<file path="config.mk">
export PLATFORM = sky130hd
export DESIGN_NAME = state_ram_rmw_arbiter
export DESIGN_NICKNAME = d
export VERILOG_FILES = /design/src/rtl/state_ram_pkg.sv /design/src/rtl/rr_arbiter2.sv /design/src/rtl/state_ram_rmw_arbiter.sv
export SDC_FILE = /design/constraint.sdc
export NUM_CORES = 1
export LEC_CHECK = 0
export BUFFER_PORTS_ARGS = -buffer_cell sky130_fd_sc_hd__buf_2
export CORE_ASPECT_RATIO = 0.7
export CORE_MARGIN = 2
export CORE_UTILIZATION = 30
export CTS_BUF_LIST = sky130_fd_sc_hd__clkbuf_8
export DETAILED_ROUTE_END_ITERATION = 8
export GPL_TIMING_DRIVEN = 0
export PLACE_DENSITY = 0.52
export RECOVER_POWER = 50
export SLEW_MARGIN = 20
export SYNTH_ARGS = -nofsm -noshare
export SYNTH_HDL_FRONTEND = slang
export SYNTH_SLANG_ARGS = --single-unit
</file>
<file path="constraint.sdc">
create_clock -name clk -period 1.99 [get_ports clk]
set_input_delay 0.398 -clock clk [delete_from_list [all_inputs] [get_ports clk]]
set_output_delay 0.398 -clock clk [all_outputs]
set_load 0.005 [all_outputs]
</file>
<file path="src/rtl/state_ram_pkg.sv">
// Shared encodings for the state-RAM read-modify-write arbiter: operation
// codes and controller FSM states.
package state_ram_pkg;

  localparam int NUM_REQ = 2;

  typedef enum logic [1:0] {
    OP_READ      = 2'b00,
    OP_WRITE     = 2'b01,
    OP_INCREMENT = 2'b10,
    OP_CLEAR     = 2'b11
  } op_e;

  typedef enum logic [1:0] {
    ST_INIT = 2'b00,
    ST_IDLE = 2'b01,
    ST_RD   = 2'b10,
    ST_WB   = 2'b11
  } state_e;

endpackage

</file>
<file path="src/rtl/rr_arbiter2.sv">
// Two-way round-robin arbiter: one-hot grant, pointer names the requester
// favoured on a tie and advances only when a grant is issued.
module rr_arbiter2 (
  input  logic       clk,
  input  logic       reset_n,
  input  logic       enable,
  input  logic [1:0] req,
  output logic [1:0] grant
);

  logic ptr_q;
  logic ptr_d;

  always_comb begin
    grant = 2'b00;
    ptr_d = ptr_q;
    if (enable) begin
      if (req[0] && req[1]) begin
        grant = ptr_q ? 2'b10 : 2'b01;
      end else begin
        grant = req;
      end
      // After granting requester 0 favour 1, and vice versa.
      if (grant != 2'b00) begin
        ptr_d = grant[0];
      end
    end
  end

  always_ff @(posedge clk or negedge reset_n) begin
    if (!reset_n) begin
      ptr_q <= 1'b0;
    end else begin
      ptr_q <= ptr_d;
    end
  end

endmodule

</file>
<file path="src/rtl/state_ram_rmw_arbiter.sv">
// Arbitrates two requesters onto a state RAM and performs READ / WRITE /
// INCREMENT / CLEAR as a read-modify-write: accept, read, write back.
module state_ram_rmw_arbiter
  import state_ram_pkg::*;
#(
  parameter int ADDRESS_WIDTH = 1,
  parameter int DATA_WIDTH    = 2
) (
  input  logic                     clk,
  input  logic                     reset_n,

  input  logic                     req0_valid,
  input  logic [ADDRESS_WIDTH-1:0] req0_address,
  input  logic [1:0]               req0_op,
  input  logic [DATA_WIDTH-1:0]    req0_writedata,
  output logic                     req0_ready,
  output logic                     rsp0_valid,
  output logic [DATA_WIDTH-1:0]    rsp0_readdata,

  input  logic                     req1_valid,
  input  logic [ADDRESS_WIDTH-1:0] req1_address,
  input  logic [1:0]               req1_op,
  input  logic [DATA_WIDTH-1:0]    req1_writedata,
  output logic                     req1_ready,
  output logic                     rsp1_valid,
  output logic [DATA_WIDTH-1:0]    rsp1_readdata,

  output logic [ADDRESS_WIDTH-1:0] ram_wr_address,
  output logic [DATA_WIDTH-1:0]    ram_wr_writedata,
  output logic                     ram_wr_write,
  input  logic                     ram_wr_waitrequest,

  output logic [ADDRESS_WIDTH-1:0] ram_rd0_address,
  input  logic [DATA_WIDTH-1:0]    ram_rd0_readdata,

  output logic                     busy
);

  state_e                   state_q,  state_d;
  logic [ADDRESS_WIDTH-1:0] addr_q,   addr_d;
  op_e                      op_q,     op_d;
  logic [DATA_WIDTH-1:0]    wdata_q,  wdata_d;
  logic                     id_q,     id_d;
  logic                     wb_first_q, wb_first_d;
  logic [DATA_WIDTH-1:0]    old_q,    old_d;

  logic [NUM_REQ-1:0][DATA_WIDTH-1:0] rsp_data_q;
  logic [NUM_REQ-1:0][DATA_WIDTH-1:0] rsp_data_d;

  logic [NUM_REQ-1:0] grant;
  logic [NUM_REQ-1:0] rsp_valid;
  logic               arb_enable;
  logic               wr_write;
  logic [DATA_WIDTH-1:0] old_val;
  logic [DATA_WIDTH-1:0] new_val;

  rr_arbiter2 u_arb (
    .clk     (clk),
    .reset_n (reset_n),
    .enable  (arb_enable),
    .req     ({req1_valid, req0_valid}),
    .grant   (grant)
  );

  // RAM data is only valid in the first WB cycle; a stalled write reuses the latched copy.
  always_comb begin
    old_val = wb_first_q ? ram_rd0_readdata : old_q;
    case (op_q)
      OP_WRITE:     new_val = wdata_q;
      OP_INCREMENT: new_val = old_val + DATA_WIDTH'(1);
      OP_CLEAR:     new_val = '0;
      default:      new_val = old_val;
    endcase
  end

  always_comb begin
    state_d    = state_q;
    addr_d     = addr_q;
    op_d       = op_q;
    wdata_d    = wdata_q;
    id_d       = id_q;
    wb_first_d = 1'b0;
    old_d      = old_q;
    arb_enable = 1'b0;
    rsp_valid  = '0;
    wr_write   = 1'b0;
    case (state_q)
      ST_INIT: begin
        if (!ram_wr_waitrequest) begin
          state_d = ST_IDLE;
        end
      end
      ST_IDLE: begin
        arb_enable = 1'b1;
        if (grant != '0) begin
          id_d    = grant[1];
          addr_d  = grant[1] ? req1_address : req0_address;
          op_d    = op_e'(grant[1] ? req1_op : req0_op);
          wdata_d = grant[1] ? req1_writedata : req0_writedata;
          state_d = ST_RD;
        end
      end
      ST_RD: begin
        wb_first_d = 1'b1;
        state_d    = ST_WB;
      end
      ST_WB: begin
        old_d = old_val;
        if (op_q == OP_READ) begin
          rsp_valid[id_q] = 1'b1;
          state_d         = ST_IDLE;
        end else begin
          wr_write = 1'b1;
          if (!ram_wr_waitrequest) begin
            rsp_valid[id_q] = 1'b1;
            state_d         = ST_IDLE;
          end
        end
      end
      default: state_d = ST_INIT;
    endcase
  end

  // Response data passes through on the pulse and is held afterwards.
  for (genvar gi = 0; gi < NUM_REQ; gi++) begin : g_rsp
    assign rsp_data_d[gi] = rsp_valid[gi] ? old_val : rsp_data_q[gi];
  end

  always_ff @(posedge clk or negedge reset_n) begin
    if (!reset_n) begin
      state_q    <= ST_INIT;
      addr_q     <= '0;
      op_q       <= OP_READ;
      wdata_q    <= '0;
      id_q       <= 1'b0;
      wb_first_q <= 1'b0;
      old_q      <= '0;
      rsp_data_q <= '0;
    end else begin
      state_q    <= state_d;
      addr_q     <= addr_d;
      op_q       <= op_d;
      wdata_q    <= wdata_d;
      id_q       <= id_d;
      wb_first_q <= wb_first_d;
      old_q      <= old_d;
      rsp_data_q <= rsp_data_d;
    end
  end

  assign req0_ready       = grant[0];
  assign req1_ready       = grant[1];
  assign rsp0_valid       = rsp_valid[0];
  assign rsp1_valid       = rsp_valid[1];
  assign rsp0_readdata    = rsp_data_d[0];
  assign rsp1_readdata    = rsp_data_d[1];
  assign ram_wr_write     = wr_write;
  assign ram_wr_address   = wr_write ? addr_q : '0;
  assign ram_wr_writedata = wr_write ? new_val : '0;
  assign ram_rd0_address  = addr_q;
  assign busy             = (state_q != ST_IDLE);

endmodule

</file>
# Word-level counts from Yosys, hierarchy flattened
# Cells that the tools add are included.
dict set report totals {
  output_inout_bits 14
  inputBits 17
  word_cells 55
  ff_bits 16
}
dict set report classes {
  n_mux 26
  addsub 1
  n_reduce_logical 8
  magnitude_cmp 2
  n_eq_ne 8
}
# operator count
set op_table {}
lappend op_table {{$mux W2} 16}
lappend op_table {{$eq A2 B2 Y1 const B} 4}
lappend op_table {{$pmux W2 S4} 1}
lappend op_table {{$mux W1} 7}
lappend op_table {{$pmux W2 S3} 1}
lappend op_table {{$eq A2 B1 Y1 const B} 2}
lappend op_table {{$logic_not A2 Y1} 2}
lappend op_table {{$reduce_and A2 Y1} 2}
lappend op_table {{$reduce_bool A2 Y1} 2}
lappend op_table {{$add A2 B1 Y2 const B} 1}
lappend op_table {{$logic_and A1 B1 Y1} 2}
lappend op_table {{$lt A1 B2 Y1 const B} 1}
lappend op_table {{$ne A2 B1 Y1 const B} 1}
lappend op_table {{$ne A2 B2 Y1 const B} 1}
lappend op_table {{$demux W1 S1} 1}
lappend op_table {{$ge A1 B1 Y1 const B} 1}

# Longest topological paths before layout
dict set report depth {
  word_depth 8
  ltp_mapped 6
  ltp_nobuf 4
}

# Hierarchy
# Synthesis repeated with hierarchy kept, for this count alone.
dict set report hier_totals {
  hier_cells 73
  area_unflattened_um2 859.6
}
# module instances seq_area_each_um2 cells_per_inst area_each_um2
set modules_own_cells {}
lappend modules_own_cells {state_ram_rmw_arbiter 1 375.4 65 798.3}
lappend modules_own_cells {rr_arbiter2 1 25.0 8 61.3}

# Least setup slack after synthesis
# OpenSTA, ideal clock, no wires.
dict set report synth_path {
  path_type {reg-to-output}
  from {register op_q[0]}
  to {output port rsp0_readdata[1]}
  t_arrival_ns 1.226
  path_buffers 0
  stages_incl_launch_ff 4
  setup_slack_ns 0.366
  t_required_ns 1.592
  cell_sequence {dfrtp_1 -> o21ai_1 -> nor3b_2 -> mux2_2}
}
dict set report synth_via {
  elab_chain_len 4
}
# item line
set synth_rtl {}
lappend synth_rtl {{from (decl)} state_ram_rmw_arbiter.sv:41} ;# op_e op_q, op_d;
lappend synth_rtl {{from (signal assigned)} state_ram_rmw_arbiter.sv:142} ;# op_q <= op_d;
lappend synth_rtl {{$logic_not A2 Y1} state_ram_rmw_arbiter.sv:109} ;# if (op_q == OP_READ) begin
lappend synth_rtl {{$mux W2} state_ram_rmw_arbiter.sv:109}
lappend synth_rtl {{$mux W2} state_ram_rmw_arbiter.sv:87} ;# case (state_q)
lappend synth_rtl {{net rsp0_valid} state_ram_rmw_arbiter.sv:17} ;# output logic rsp0_valid,
lappend synth_rtl {{$mux W2} state_ram_rmw_arbiter.sv:126} ;# assign rsp_data_d[gi] = rsp_valid[gi] ? old_val : rsp_data_q[gi];
lappend synth_rtl {{to (decl)} state_ram_rmw_arbiter.sv:18} ;# output logic [DATA_WIDTH-1:0] rsp0_readdata,
# The timed path passes the listed nets, and every way through them passes these cells.

# Final worst setup path
dict set report layout_path {
  from {register op_q[0]}
  to {output port rsp1_readdata[1]}
}
dict set report layout_via {
  elab_chain_len 4
}
# item line
set layout_rtl {}
lappend layout_rtl {{$logic_not A2 Y1} state_ram_rmw_arbiter.sv:109}
lappend layout_rtl {{$mux W2} state_ram_rmw_arbiter.sv:109}
lappend layout_rtl {{$mux W2} state_ram_rmw_arbiter.sv:87}
lappend layout_rtl {{$mux W2} state_ram_rmw_arbiter.sv:126}
lappend layout_rtl {{to (decl)} state_ram_rmw_arbiter.sv:26} ;# output logic [DATA_WIDTH-1:0] rsp1_readdata,
# Every way passes these cells.

==> results.py <==
metrics = {
    "final_layout": {
        "layout.nets": 143,
        "area_delta_synth_final_pct": 39.3,
        "drive_above_1_share": 0.500,
        "fin_util": 0.443,
        "diodes": 0,
        "fin_cells": 160,
    },
    "route": {
        "wl_um": 2120,
        "ant_nets": 0,
        "drc": 0,
        "vias_per_cell": 4.86,
        "vias": 778,
        "drtIter0Drc": 39,
        "post_drt_wl_per_cell_um": 13.3,
        "dr.pass1.iters": 4,
    },
    "sta": {
        "grt_setup_unrepaired": "yes",
        "worst_slew_pin_slew_ns": 0.873,
        "finalSetupViolations": 1,
        "slew_headroom": 0.418,
        "hold_viol_final": 0,
        "post-route-period-util": 1.01,
        "hold_ws_ns": 0.240,
        "finalSetupTns_ns": -0.0128,
        "drv_slew": 0,
        "max_freq_ghz": 0.499,
        "skew_ns": 0.00148,
        "post-route-min-period_ns": 2.00,
        "fin_ws_ns": -0.0128,
    },
    "cts": {
        "path_clk_slew_ns": 0.06,
        "h-tree-depth": 1,
        "numCtsBuffers": 3,
        "clkLatencyLatePin_ns": 0.25,
        "cts_tree": "yes",
        "root_buffer": "clkbuf_8",
        "cts_sinks": 16,
        "clk_path_buf_depth": 2,
    },
    "synth": {
        "synth_area_sq_um": 897,
        "synthFlopType": "dfrtp_1",
        "synth_edf_count": 0,
        "synthCells": 83,
        "synth-seq-cells": 16,
        "yosysMostFrequentCell": "dfrtp_1",
        "avgSynthCellArea_sq_um": 10.8,
        "synth_nets": 100,
        "synth_cell_types": 26,
        "yosys-top-cells-count": "dfrtp_1 (16), inv_1 (8), mux2_2 (7)",
        "synth_top_cell_by_area": "dfrtp_1",
        "synth.area.top_cells": "dfrtp_1 (45%), o311ai_2 (9.1%), mux2_2 (8.8%), nand3_1 (3.3%), inv_1 (3.3%)",
        "yosysWarnings": 0,
        "synthArstFlopShare": 1.00,
        "synth.top_cell.area_share": 0.446,
        "ys_seq_area_frac": 0.446,
    },
    "critical_path": {
        "crit_fanout": 3,
        "critPathLaunch": "op_q[0]$_DFFE_PN0P_",
        "worstSetupPathType": "reg2out",
        "required_ns": 1.59,
        "regToRegStartpoint": "state_q[0]$_DFFE_PN0P_",
        "critPathCaptureType": "output port",
        "start_kind": "flop",
        "worstPathArrival_ns": 1.60,
    },
    "power": {
        "vdd_drop_max_v": 0.000667,
        "leakage_uw": 0.000612,
        "total_power_uw": 2030,
        "power_density_nw_per_um2": 1620,
    },
    "global_routing": {
        "grt_max_degree": 17,
        "groute.usage.overall": 0.129,
        "grt_pass1_vias": 731,
        "overflow": 0,
        "grt_pass1_wl_um": 3400,
        "antenna_found_initial": 0,
    },
    "floorplanning": {
        "design.die.area_sq_um": 3450,
        "pin_count": 31,
        "core_area_sq_um": 2820,
        "die_x_um": 69.4,
        "start_util": 0.318,
        "rows": 16,
        "die_h_um": 49.8,
    },
    "outcome": {
        "violations": "setup timing",
        "outcome": "finished, violations left",
    },
    "worst_hold_path": {
        "worstHoldPathType": "in2async",
    },
    "place": {
        "dp_cells": 149,
        "detailed_place_hpwl_um": 1560,
        "place.gp.congestion": 0.732,
        "io_buffers": 30,
    },
    "run": {
        "max-cap-violations": 0,
    },
}
==> flip-flops by register name, summed over array words and instances, names as in the netlist <==
signal	cells
rsp_data_q	4
old_q	2
op_q	2
state_q	2
wdata_q	2
id_q	1
ram_rd0_address	1
u_arb.ptr_q	1
wb_first_q	1
==> metrics by stage <==
stage	setup slack (ns)	cell area, sq um
after floorplan	0.366	897
after global placement	0.162	1090
after detailed placement	0.172	1090
after CTS	-0.0297	1180
after global routing	-0.0895	1250
final	-0.0128	1250
==> repair_timing <==
item	CTS	global route
setup buffers	4	4
hold buffers	0	0
pin swaps	1	2
gates resized for setup	5	10
setup endpoints to repair	3	5
==> cells in the final DEF, fill, tap and decap left out, types with 2 or more instances in the layout <==
cell	count
clkbuf_8	3
clkbuf_1	2
nand2_1	3
nand2b_1	2
dfrtp_2	2
o311ai_2	5
nand4_1	2
mux2_2	4
mux2i_1	2
nor2b_1	3
o21ai_0	5
buf_4	7
buf_2	26
mux2_4	4
buf_6	7
inv_1	8
a21oi_1	2
a21o_1	2
xor2_1	2
nor2_1	3
nand3_1	6
dfrtp_1	14
==> cell families after synthesis <==
family	Yosys count	share of synthesized area
compound gates	18	0.177
xor+xnor	2	0.0195
buf+inv	12	0.0753
flops	16	0.446
mux	10	0.123
simple gates	25	0.159
==> layer usage <==
layer | global-route usage | up-vias | wire length [um]
met5 | 0 | - | 0
met1 | 0.183 | 372 | 1040
li1 | - | 379 | -
met2 | 0.178 | 23 | 928
met3 | 0.0470 | 4 | 120
met4 | 0.0490 | 0 | 33
==> power breakdown <==
part           leakage [uW]  internal, uW  switching [uW]  total, uW
clock             0.0000216           134             104        238
sequential         0.000189           495             103        598
combinational      0.000402           660             530       1190
==> worst max-delay path: stages, from the launching register on <==
cell and delay [ns]:
dfrtp_2 0.42, o21ai_2 0.16, buf_4 0.14, nand4_1 0.16
mux2_4 0.35, buf_6 0.12
==> layout make-up <==
type	count	area, sq um
Sequential cell	16	403
Tap cell	36	45.0
Buffer	4	45.0
Timing Repair Buffer	38	224
Multi-Input combinational cell	55	462
Fill cell	281	1570
Inverter	8	30.0
Clock buffer	3	41.3
==> worst paths after layout <==
check,endpoint,slack (ns),cells past startpoint
worst max-delay path,rsp1_readdata[1],-0.01,5
worst min-delay path,ram_rd0_address$_DFFE_PN0P_,0.24,1
worst max register to register,op_q[0]$_DFFE_PN0P_,0.54,6
worst min register to register,u_arb.ptr_q$_DFFE_PN0P_,0.49,1
max in group asynchronous,op_q[1]$_DFFE_PN0P_,1.15,1
min in group clk,op_q[0]$_DFFE_PN0P_,0.41,3
(Power assumes the default switching activity.)
